## src/rtl/cursor_select_ctrl.sv

```systemverilog
// Board-cursor and piece-selection controller feeding the VGA board renderer.
// Turns single-cycle button pulses into cursor / selection state and issues
// from/to move requests to the game-logic stage over a valid/ready handshake.
// Square address = {row[2:0], col[2:0]}; row 0 is the top, col 0 the left.
module cursor_select_ctrl #(
  parameter logic [5:0] RESET_CURSOR = 6'd60,
  parameter bit         WRAP         = 1'b1
) (
  input  logic         clk,
  input  logic         rst,
  input  logic         btn_up,
  input  logic         btn_down,
  input  logic         btn_left,
  input  logic         btn_right,
  input  logic         btn_center,
  input  logic         btn_cancel,
  input  logic [255:0] board,
  input  logic         turn,
  input  logic         move_ready,
  output logic [5:0]   cursor_address,
  output logic [5:0]   selected_address,
  output logic         selected_enable,
  output logic         move_valid,
  output logic [5:0]   move_from,
  output logic [5:0]   move_to
);

  typedef enum logic [1:0] {S_IDLE, S_SELECTED, S_REQUEST} state_t;

  state_t      r_state;
  state_t      w_state_nxt;
  logic [5:0]  r_cursor;
  logic [5:0]  r_sel_addr;
  logic        r_sel_en;
  logic        r_move_valid;
  logic [5:0]  r_move_from;
  logic [5:0]  r_move_to;

  logic [5:0]  w_cursor_nxt;
  logic [5:0]  w_sel_addr_nxt;
  logic        w_sel_en_nxt;
  logic        w_move_valid_nxt;
  logic [5:0]  w_move_from_nxt;
  logic [5:0]  w_move_to_nxt;

  logic        w_cur_own;
  logic        w_sel_own;
  logic [2:0]  w_dir_cnt;
  logic        w_dir_move;
  logic [2:0]  w_row;
  logic [2:0]  w_col;
  logic        w_center;
  logic        w_cancel;

  // A square holds an own piece when it is occupied and its colour matches turn.
  function automatic logic own_piece(input logic [255:0] b, input logic [5:0] s,
                                     input logic t);
    logic [3:0] sq;
    sq = b[{s, 2'b00} +: 4];
    return (sq[2:0] != 3'd0) && (sq[3] == t);
  endfunction

  // Decrement a row/col coordinate, wrapping or holding at 0.
  function automatic logic [2:0] step_dec(input logic [2:0] v);
    if (v == 3'd0) return WRAP ? 3'd7 : 3'd0;
    return v - 3'd1;
  endfunction

  // Increment a row/col coordinate, wrapping or holding at 7.
  function automatic logic [2:0] step_inc(input logic [2:0] v);
    if (v == 3'd7) return WRAP ? 3'd0 : 3'd7;
    return v + 3'd1;
  endfunction

  assign w_cur_own  = own_piece(board, r_cursor, turn);
  assign w_sel_own  = own_piece(board, r_sel_addr, turn);
  assign w_dir_cnt  = {2'b00, btn_up} + {2'b00, btn_down} + {2'b00, btn_left} + {2'b00, btn_right};
  // Cancel outranks center, center outranks directions; REQUEST ignores all buttons.
  assign w_cancel   = btn_cancel && (r_state != S_REQUEST);
  assign w_center   = btn_center && !btn_cancel && (r_state != S_REQUEST);
  assign w_dir_move = (w_dir_cnt == 3'd1) && !btn_cancel && !btn_center && (r_state != S_REQUEST);
  assign w_row      = r_cursor[5:3];
  assign w_col      = r_cursor[2:0];

  // State and output registers; everything the renderer sees is registered.
  always_ff @(posedge clk) begin
    if (rst) begin
      r_state      <= S_IDLE;
      r_cursor     <= RESET_CURSOR;
      r_sel_addr   <= 6'd0;
      r_sel_en     <= 1'b0;
      r_move_valid <= 1'b0;
      r_move_from  <= 6'd0;
      r_move_to    <= 6'd0;
    end else begin
      r_state      <= w_state_nxt;
      r_cursor     <= w_cursor_nxt;
      r_sel_addr   <= w_sel_addr_nxt;
      r_sel_en     <= w_sel_en_nxt;
      r_move_valid <= w_move_valid_nxt;
      r_move_from  <= w_move_from_nxt;
      r_move_to    <= w_move_to_nxt;
    end
  end

  // Next-state: selection, deselection, request issue, stale drop and handshake.
  always_comb begin
    w_state_nxt = r_state;
    case (r_state)
      S_IDLE: begin
        if (w_center && w_cur_own) w_state_nxt = S_SELECTED;
      end
      S_SELECTED: begin
        if (w_cancel)                      w_state_nxt = S_IDLE;
        else if (w_center) begin
          if (r_cursor == r_sel_addr)      w_state_nxt = S_IDLE;
          else if (w_cur_own)              w_state_nxt = S_SELECTED;
          else                             w_state_nxt = S_REQUEST;
        end else if (!w_sel_own)           w_state_nxt = S_IDLE;
      end
      S_REQUEST: begin
        if (r_move_valid && move_ready)    w_state_nxt = S_IDLE;
      end
      default: w_state_nxt = S_IDLE;
    endcase
  end

  // Output next values, derived from the current state and the chosen transition.
  always_comb begin
    w_cursor_nxt     = r_cursor;
    w_sel_addr_nxt   = r_sel_addr;
    w_move_from_nxt  = r_move_from;
    w_move_to_nxt    = r_move_to;
    w_sel_en_nxt     = (w_state_nxt != S_IDLE);
    w_move_valid_nxt = (w_state_nxt == S_REQUEST);

    if (w_dir_move) begin
      if (btn_up)         w_cursor_nxt = {step_dec(w_row), w_col};
      else if (btn_down)  w_cursor_nxt = {step_inc(w_row), w_col};
      else if (btn_left)  w_cursor_nxt = {w_row, step_dec(w_col)};
      else                w_cursor_nxt = {w_row, step_inc(w_col)};
    end

    // Center landing in SELECTED (from IDLE, or onto another own piece) moves the selection.
    if (w_center && (w_state_nxt == S_SELECTED))
      w_sel_addr_nxt = r_cursor;

    // Request payload is captured once on entry and then held until the handshake.
    if ((r_state == S_SELECTED) && (w_state_nxt == S_REQUEST)) begin
      w_move_from_nxt = r_sel_addr;
      w_move_to_nxt   = r_cursor;
    end
  end

  assign cursor_address   = r_cursor;
  assign selected_address = r_sel_addr;
  assign selected_enable  = r_sel_en;
  assign move_valid       = r_move_valid;
  assign move_from        = r_move_from;
  assign move_to          = r_move_to;

endmodule

```

## config.mk

```make
export PLATFORM = sky130hd
export DESIGN_NAME = cursor_select_ctrl
export DESIGN_NICKNAME = d
export VERILOG_FILES = /design/src/rtl/cursor_select_ctrl.sv
export SDC_FILE = /design/constraint.sdc
export NUM_CORES = 1
export LEC_CHECK = 0
export BUFFER_PORTS_ARGS = -buffer_cell sky130_fd_sc_hd__buf_2
export CORE_MARGIN = 4
export CORE_UTILIZATION = 40
export CTS_CLUSTER_SIZE = 10
export DETAILED_ROUTE_END_ITERATION = 8
export PLACE_DENSITY = 0.77
export SLEW_MARGIN = 20
export SYNTH_ARGS = -nofsm -noshare
export SYNTH_HDL_FRONTEND = slang
export SYNTH_SLANG_ARGS = --single-unit
```

## constraint.sdc

```tcl
create_clock -name clk -period 2.5 [get_ports clk]
set_input_delay 0.5 -clock clk [delete_from_list [all_inputs] [get_ports clk]]
set_output_delay 0.5 -clock clk [all_outputs]
set_load 0.005 [all_outputs]
```

# Yosys cells after proc, flatten, opt, wreduce, memory -nomap -nowiden
# Cells that the tools add are included.
totals:
  ff_bits: 28
  inputBits: 266
  out_inout_bits: 26
  elab_cells: 89
op_classes:
  addsub: 7
  eq_ne: 11
  shifts: 2
  muxes: 36
  n_bitwise: 2
  reduce_logical: 23
op_table:
  columns: ["operator", "count"]
  rows:
  - ["256-bit by 9-bit indexed part select with 4-bit output", 2]
  - ["3-bit 2-to-1 mux", 9]
  - ["1-bit 2-to-1 mux", 17]
  - ["2-bit 2-to-1 mux", 7]
  - ["1-bit logical AND", 12]
  - ["6-bit 2-to-1 mux", 2]
  - ["3-bit by 1-bit adder with 3-bit output (second input constant)", 2]
  - ["3-bit == test (second input constant)", 2]
  - ["6-bit == test", 1]
  - ["3-bit logical NOT", 2]
  - ["2-bit one-hot mux with 3 select lines", 1]
  - ["3-bit nonzero test", 2]
  - ["3-bit by 1-bit subtractor with 3-bit output (second input constant)", 2]
  - ["2-bit by 1-bit == test with 1-bit output (second input constant)", 2]
  - ["2-bit == test (second input constant)", 2]
  - ["2-bit nonzero test", 2]
  - ["2-bit by 1-bit adder with 3-bit output", 1]
  - ["3-bit by 1-bit adder with 3-bit output", 1]
  - ["3-bit by 1-bit == test with 1-bit output (second input constant)", 1]
  - ["3-bit AND reduction", 1]
  - ["1-bit by 1-bit adder with 2-bit output", 1]
  - ["1-bit == test", 2]
  - ["1-bit logical NOT", 2]
  - ["2-bit logical NOT", 1]
  - ["3 further kinds", 4]

# Depth between registers and ports, before layout
depth:
  depth_word: 12
  ltp_mapped: 12
  mapped_depth_nobuf: 11

# Worst setup path after synthesis
# OpenSTA, ideal clock, no wires.
synth_path:
  path_kind: "input-to-reg"
  startpoint: "in btn_up"
  endpoint: "reg r_cursor[2], in the netlist cursor_address[2]"
  setup_time_ns: 0.122
  arrival_ns: 2.565
  required_time_ns: 2.378
  setup_slack_ns: -0.187
  path_stages: 11
  path_buffers: 1
  path_cell_list: "inv_1 > fa_1 > inv_1 > ha_1 > ha_1 > nor2_1 > and4_1 > and2_1 > clkbuf_1 > o21ai_0 > a221o_1"
synth_between:
  elab_chain_cells: 8
  word_cells_on_any_way: 9
  classes_between: "add/sub: 3; eq/ne: 1; bitwise: 1; reduce/logical: 4"
synth_rtl:
  columns: ["element", "line", "source"]
  rows:
  - ["start, declared", "11", "input logic btn_up,"]
  - ["1-bit by 1-bit adder with 2-bit output", "77", "assign w_dir_cnt = {2'b00, btn_up} + {2'b00, btn_down} + {2'b00, btn_left} + {2'b00, btn_right};"]
  - ["2-bit by 1-bit adder with 3-bit output", "77", null]
  - ["3-bit by 1-bit adder with 3-bit output", "77", null]
  - ["3-bit by 1-bit == test with 1-bit output", "81", "assign w_dir_move = (w_dir_cnt == 3'd1) && !btn_cancel && !btn_center && (r_state != S_REQUEST);"]
  - ["1-bit logical AND (3 in a row)", "81", null]
  - ["3-bit AND reduction (no line) (*)", null, null]
  - ["end signal, assigned", "97", "r_cursor <= w_cursor_nxt;"]
  - ["end, declared", "32", "logic [5:0] r_cursor;"]
# Mark *: on every way between the ends. The rest lies on a longest branch, timed or not.
# A chain may end at the register's enable or synchronous reset.

# Worst setup path after layout
layout_path:
  startpoint: "reg r_cursor[1], in the netlist cursor_address[1]"
  endpoint: "reg r_move_from[0], in the netlist move_from[0]"
layout_between:
  elab_chain_cells: 10
  word_cells_on_any_way: 14
  classes_between: "eq/ne: 3; shift: 1; mux: 6; reduce/logical: 4"
layout_rtl:
  columns: ["element", "line", "source"]
  rows:
  - ["256-bit by 9-bit indexed part select with 4-bit output", "59", "sq = b[{s, 2'b00} +: 4];"]
  - ["3-bit nonzero test or 1-bit == test (tied branches)", "60", "return (sq[2:0] != 3'd0) && (sq[3] == t);"]
  - ["1-bit logical AND", "60", null]
  - ["2-bit 2-to-1 mux", "117", "else if (w_cur_own) w_state_nxt = S_SELECTED;"]
  - ["2-bit 2-to-1 mux", "116", "if (r_cursor == r_sel_addr) w_state_nxt = S_IDLE;"]
  - ["2-bit 2-to-1 mux", "115", "else if (w_center) begin"]
  - ["2-bit 2-to-1 mux", "114", "if (w_cancel) w_state_nxt = S_IDLE;"]
  - ["2-bit one-hot mux with 3 select lines (*)", "109", "case (r_state)"]
  - ["2-bit == test (*)", "149", "if ((r_state == S_SELECTED) && (w_state_nxt == S_REQUEST)) begin"]
  - ["1-bit logical AND (*)", "149", null]
  - ["end signal, assigned", "101", "r_move_from <= w_move_from_nxt;"]
  - ["end, declared", "36", "logic [5:0] r_move_from;"]
# Marks and branches as above.

==> summary.md <==
| Metric | Value |
|---|---|
| Slew headroom | `a little over half` |
| Number of port buffers | `just under 300` |
| Top FF cell, synth | `dfxtp_1` |
| First-pass GRT wire length | `approximately 32 mm` |
| Final setup fails | `18` |
| Syn nets | `between 800 and 900` |
| Gr ovfl total | `0` |
| Setup Skew | `between 0.004 and 0.005 ns` |
| Maximum clock path buffer count | `2` |
| Cell Rows | `40` |
| Area Growth Syn to Fin | `46.7%` |
| CTS tree | `done` |
| CTS Hold Bufs | `0` |
| Num CTS Buffers | `3` |
| Post-synth top area share | `around 16%` |
| First-pass iteration count of the detailed router | `5` |
| Max Fclk | `0.381 GHz` |
| WP data required | `about 2.7 ns` |
| Final min period | `about 2.6 ns` |
| Reg clk slew, reported paths | `around 0.07 ns` |
| Distinct cells, synth | `82` |
| Synthesized area per cell | `8.41 sq um` |
| Sum of negative setup slack | `-0.660 ns` |
| Outcome | `complete, but fails checks` |
| H-tree depth | `1` |
| Worst-Skew Late Latency | `0.27 ns` |
| Seq/Total Area, Yosys | `11.3%` |
| Critical Path End Type | `flip-flop` |
| Synth Register Bits | `28` |
| Placement Setup Slack | `-0.254 ns` |
| Slowest stage cell, crit path | `mux4_2` |
| Via count of the first global-routing pass | `6353` |
| CP arrival | `between 2 and 3 ns` |
| Die footprint | `14200 sq um` |
| WS Path Type | `flip-flop to flip-flop` |
| Layout net count | `approximately 1200` |
| Setup ws final | `-0.124 ns` |
| Worst-margin pin slew | `about 0.67 ns` |
| Final cell count without fillers | `around 1100` |
| Fill cells | `approximately 1100` |
| Layout cells sized above 1 | `51.2%` |
| Overall power | `~1.9 mW` |
| Async set-reset flop share out of synthesis | `0%` |
| Largest net degree at the start of global routing | `26` |
| EDFF count, synth | `0` |
| Clk sinks | `28` |
| Crit path max fanout | `22` |
| Startpoint types | `flip-flop` |
| Commonest non-fill, non-tap cell in the layout | `buf_2` |
| Routability Congestion | `about 0.96` |
| Via count | `between 6000 and 7000` |
| Final WL | `approximately 21 mm` |
| GRT Util Overall | `27.7%` |
| Final Cycle Share | `105%` |
| Post-DP HPWL | `between 15 and 20 mm` |
| CP Cell Sequence | `mux4_2, a2111oi_1, o21ai_0, nand4_1, a2111oi_4, buf_12, or3_2, a21oi_2` |
| Drt wl/cell | `roughly 19 um` |
| CP peak stage delay | `~0.53 ns` |
| Flop-to-flop setup slack | `-0.12 ns` |
| DR DRC count | `0` |
| Synth area leader | `mux4_2` |
| Ports | `between 200 and 300` |
| Placed Cells | `1088` |
| Ys Warns | `0` |
| Die X-Extent | `roughly 120 um` |
| Vias/cell | `5.89` |
| Synth Instances | `around 590` |
| Initial Util | `between 40% and 50%` |
| Post-DRT Antenna Nets | `0` |
| Core area | `12100 sq um` |
| Synth area leaders | `mux4_2 (16%), dfxtp_1 (11%), mux2i_1 (7.7%)` |
| P_leak | `3.22 nW` |
| Chip Height | `119 um` |
| Cell area after layout | `7270 sq um` |
| Mapped cell area | `a little under 5000 sq um` |
| DR iter-0 viols | `between 400 and 500` |
| Initial antenna violation count | `1` |
| Failing checks | `negative setup slack` |
| HP Class | `flip-flop to flip-flop` |
| Pins Over Slew Limit | `0` |
| Pwr dens | `263 nW/um^2` |
| Clock root cell | `clkbuf_16` |
| RSZ-0062 raised after global routing | `true` |
| Cell Area, Placed | `slightly above 7000 sq um` |
| VDD IR max | `about 320 uV` |
| Final Hold Viols | `0` |
| Max Cap Viol | `0` |
| Most frequent cells in the layout | `buf_2 (291), buf_4 (77), nor3_1 (61), nor2_1 (41)` |
==> kinds of logic (layout without fill, tap and decap cells) <==
family	count (synthesis)	in the layout	share of synthesized area, %
and+or+nand+nor	223	223	24.0
buffers and inverters	66	404	8.84
other	0	1	0
muxes	84	84	28.1
adders and majority gates	12	12	3.18
AOI/OAI and AO/OA	169	169	23.3
xor gates and xnor gates	7	7	1.24
DFF	28	28	11.3
==> repair_timing <==
item / CTS / global route
endpoints found under the setup margin: 22 / 22
pin swaps: 2 / 3
gates resized for setup: 22 / 11
setup buffers: 1 / 2
==> where the power goes <==
part	switching (mW)	internal, mW	total (mW)
Sequential	0.0359	0.457	0.493
Clock	0.166	0.319	0.485
Combinational	0.439	0.492	0.930
Total	0.641	1.27	1.91
==> final timing paths <==
check               startpoint      endpoint  cells past startpoint
max          cursor_address[1]  move_from[0]                      8
min                 move_to[3]    move_to[3]                      2
max reg2reg  cursor_address[1]  move_from[0]                      8
min reg2reg         move_to[3]    move_to[3]                      2
==> routing by layer <==
metal	vias up	share of wire (%)	global-route usage [%]
li1	3003	-	-
met1	3029	40	36.7
met2	373	48	47.7
met3	45	8.7	3.28
met5	-	0	0
met4	0	3.0	7.73
==> registers in the layout, indices dropped and copies added, names as in the netlist <==
signal,cells
cursor_address,6
move_from,6
move_to,6
selected_address,6
r_state,2
move_valid,1
selected_enable,1
==> final cells by class <==
cell class,instances,area [sq um],share of cell area [%]
inverter,16,60.1,0.826
tap,168,210,2.89
antenna,1,2.50,0.0344
sequential,28,577,7.93
clock buffer,3,75.1,1.03
multi-input combinational,495,4010,55.2
timing repair buffer,384,2310,31.7
clock inverter,1,30.0,0.413
==> synthesized netlist by cell type, types with 7 or more instances <==
cell type   n
nor2b_1    13
nor3_1     61
buf_6      14
or3_1       8
buf_4       7
or2b_2      8
inv_1      13
nor4_1     14
o21ai_0    40
buf_2      11
nand3_1     7
clkbuf_1   12
nand2_1    31
ha_1       11
a211oi_1   20
mux4_2     36
dfxtp_1    28
nand2b_1   12
nor2_1     41
mux2i_1    38
a21oi_1    40
a2111oi_0   9
==> worst max-delay path, delay by kind of cell, from the launching register on <==
family                 cells  cell delay, ns
AO/OA/AOI/OAI              4            0.76
AND/OR/NAND/NOR            2            0.66
multiplexers               1            0.53
flip-flops                 1            0.42
buffers and inverters      1            0.17
==> metrics by stage <==
stage	util, %	hold slack, ns
final	60.3	0.477
after global routing	60.3	0.512
after CTS	59.9	0.480
after detailed placement	58.5	0.470
after global placement	58.5	0.465
after floorplan	-	0.470
No activity file was read; power rests on OpenSTA's default activity.
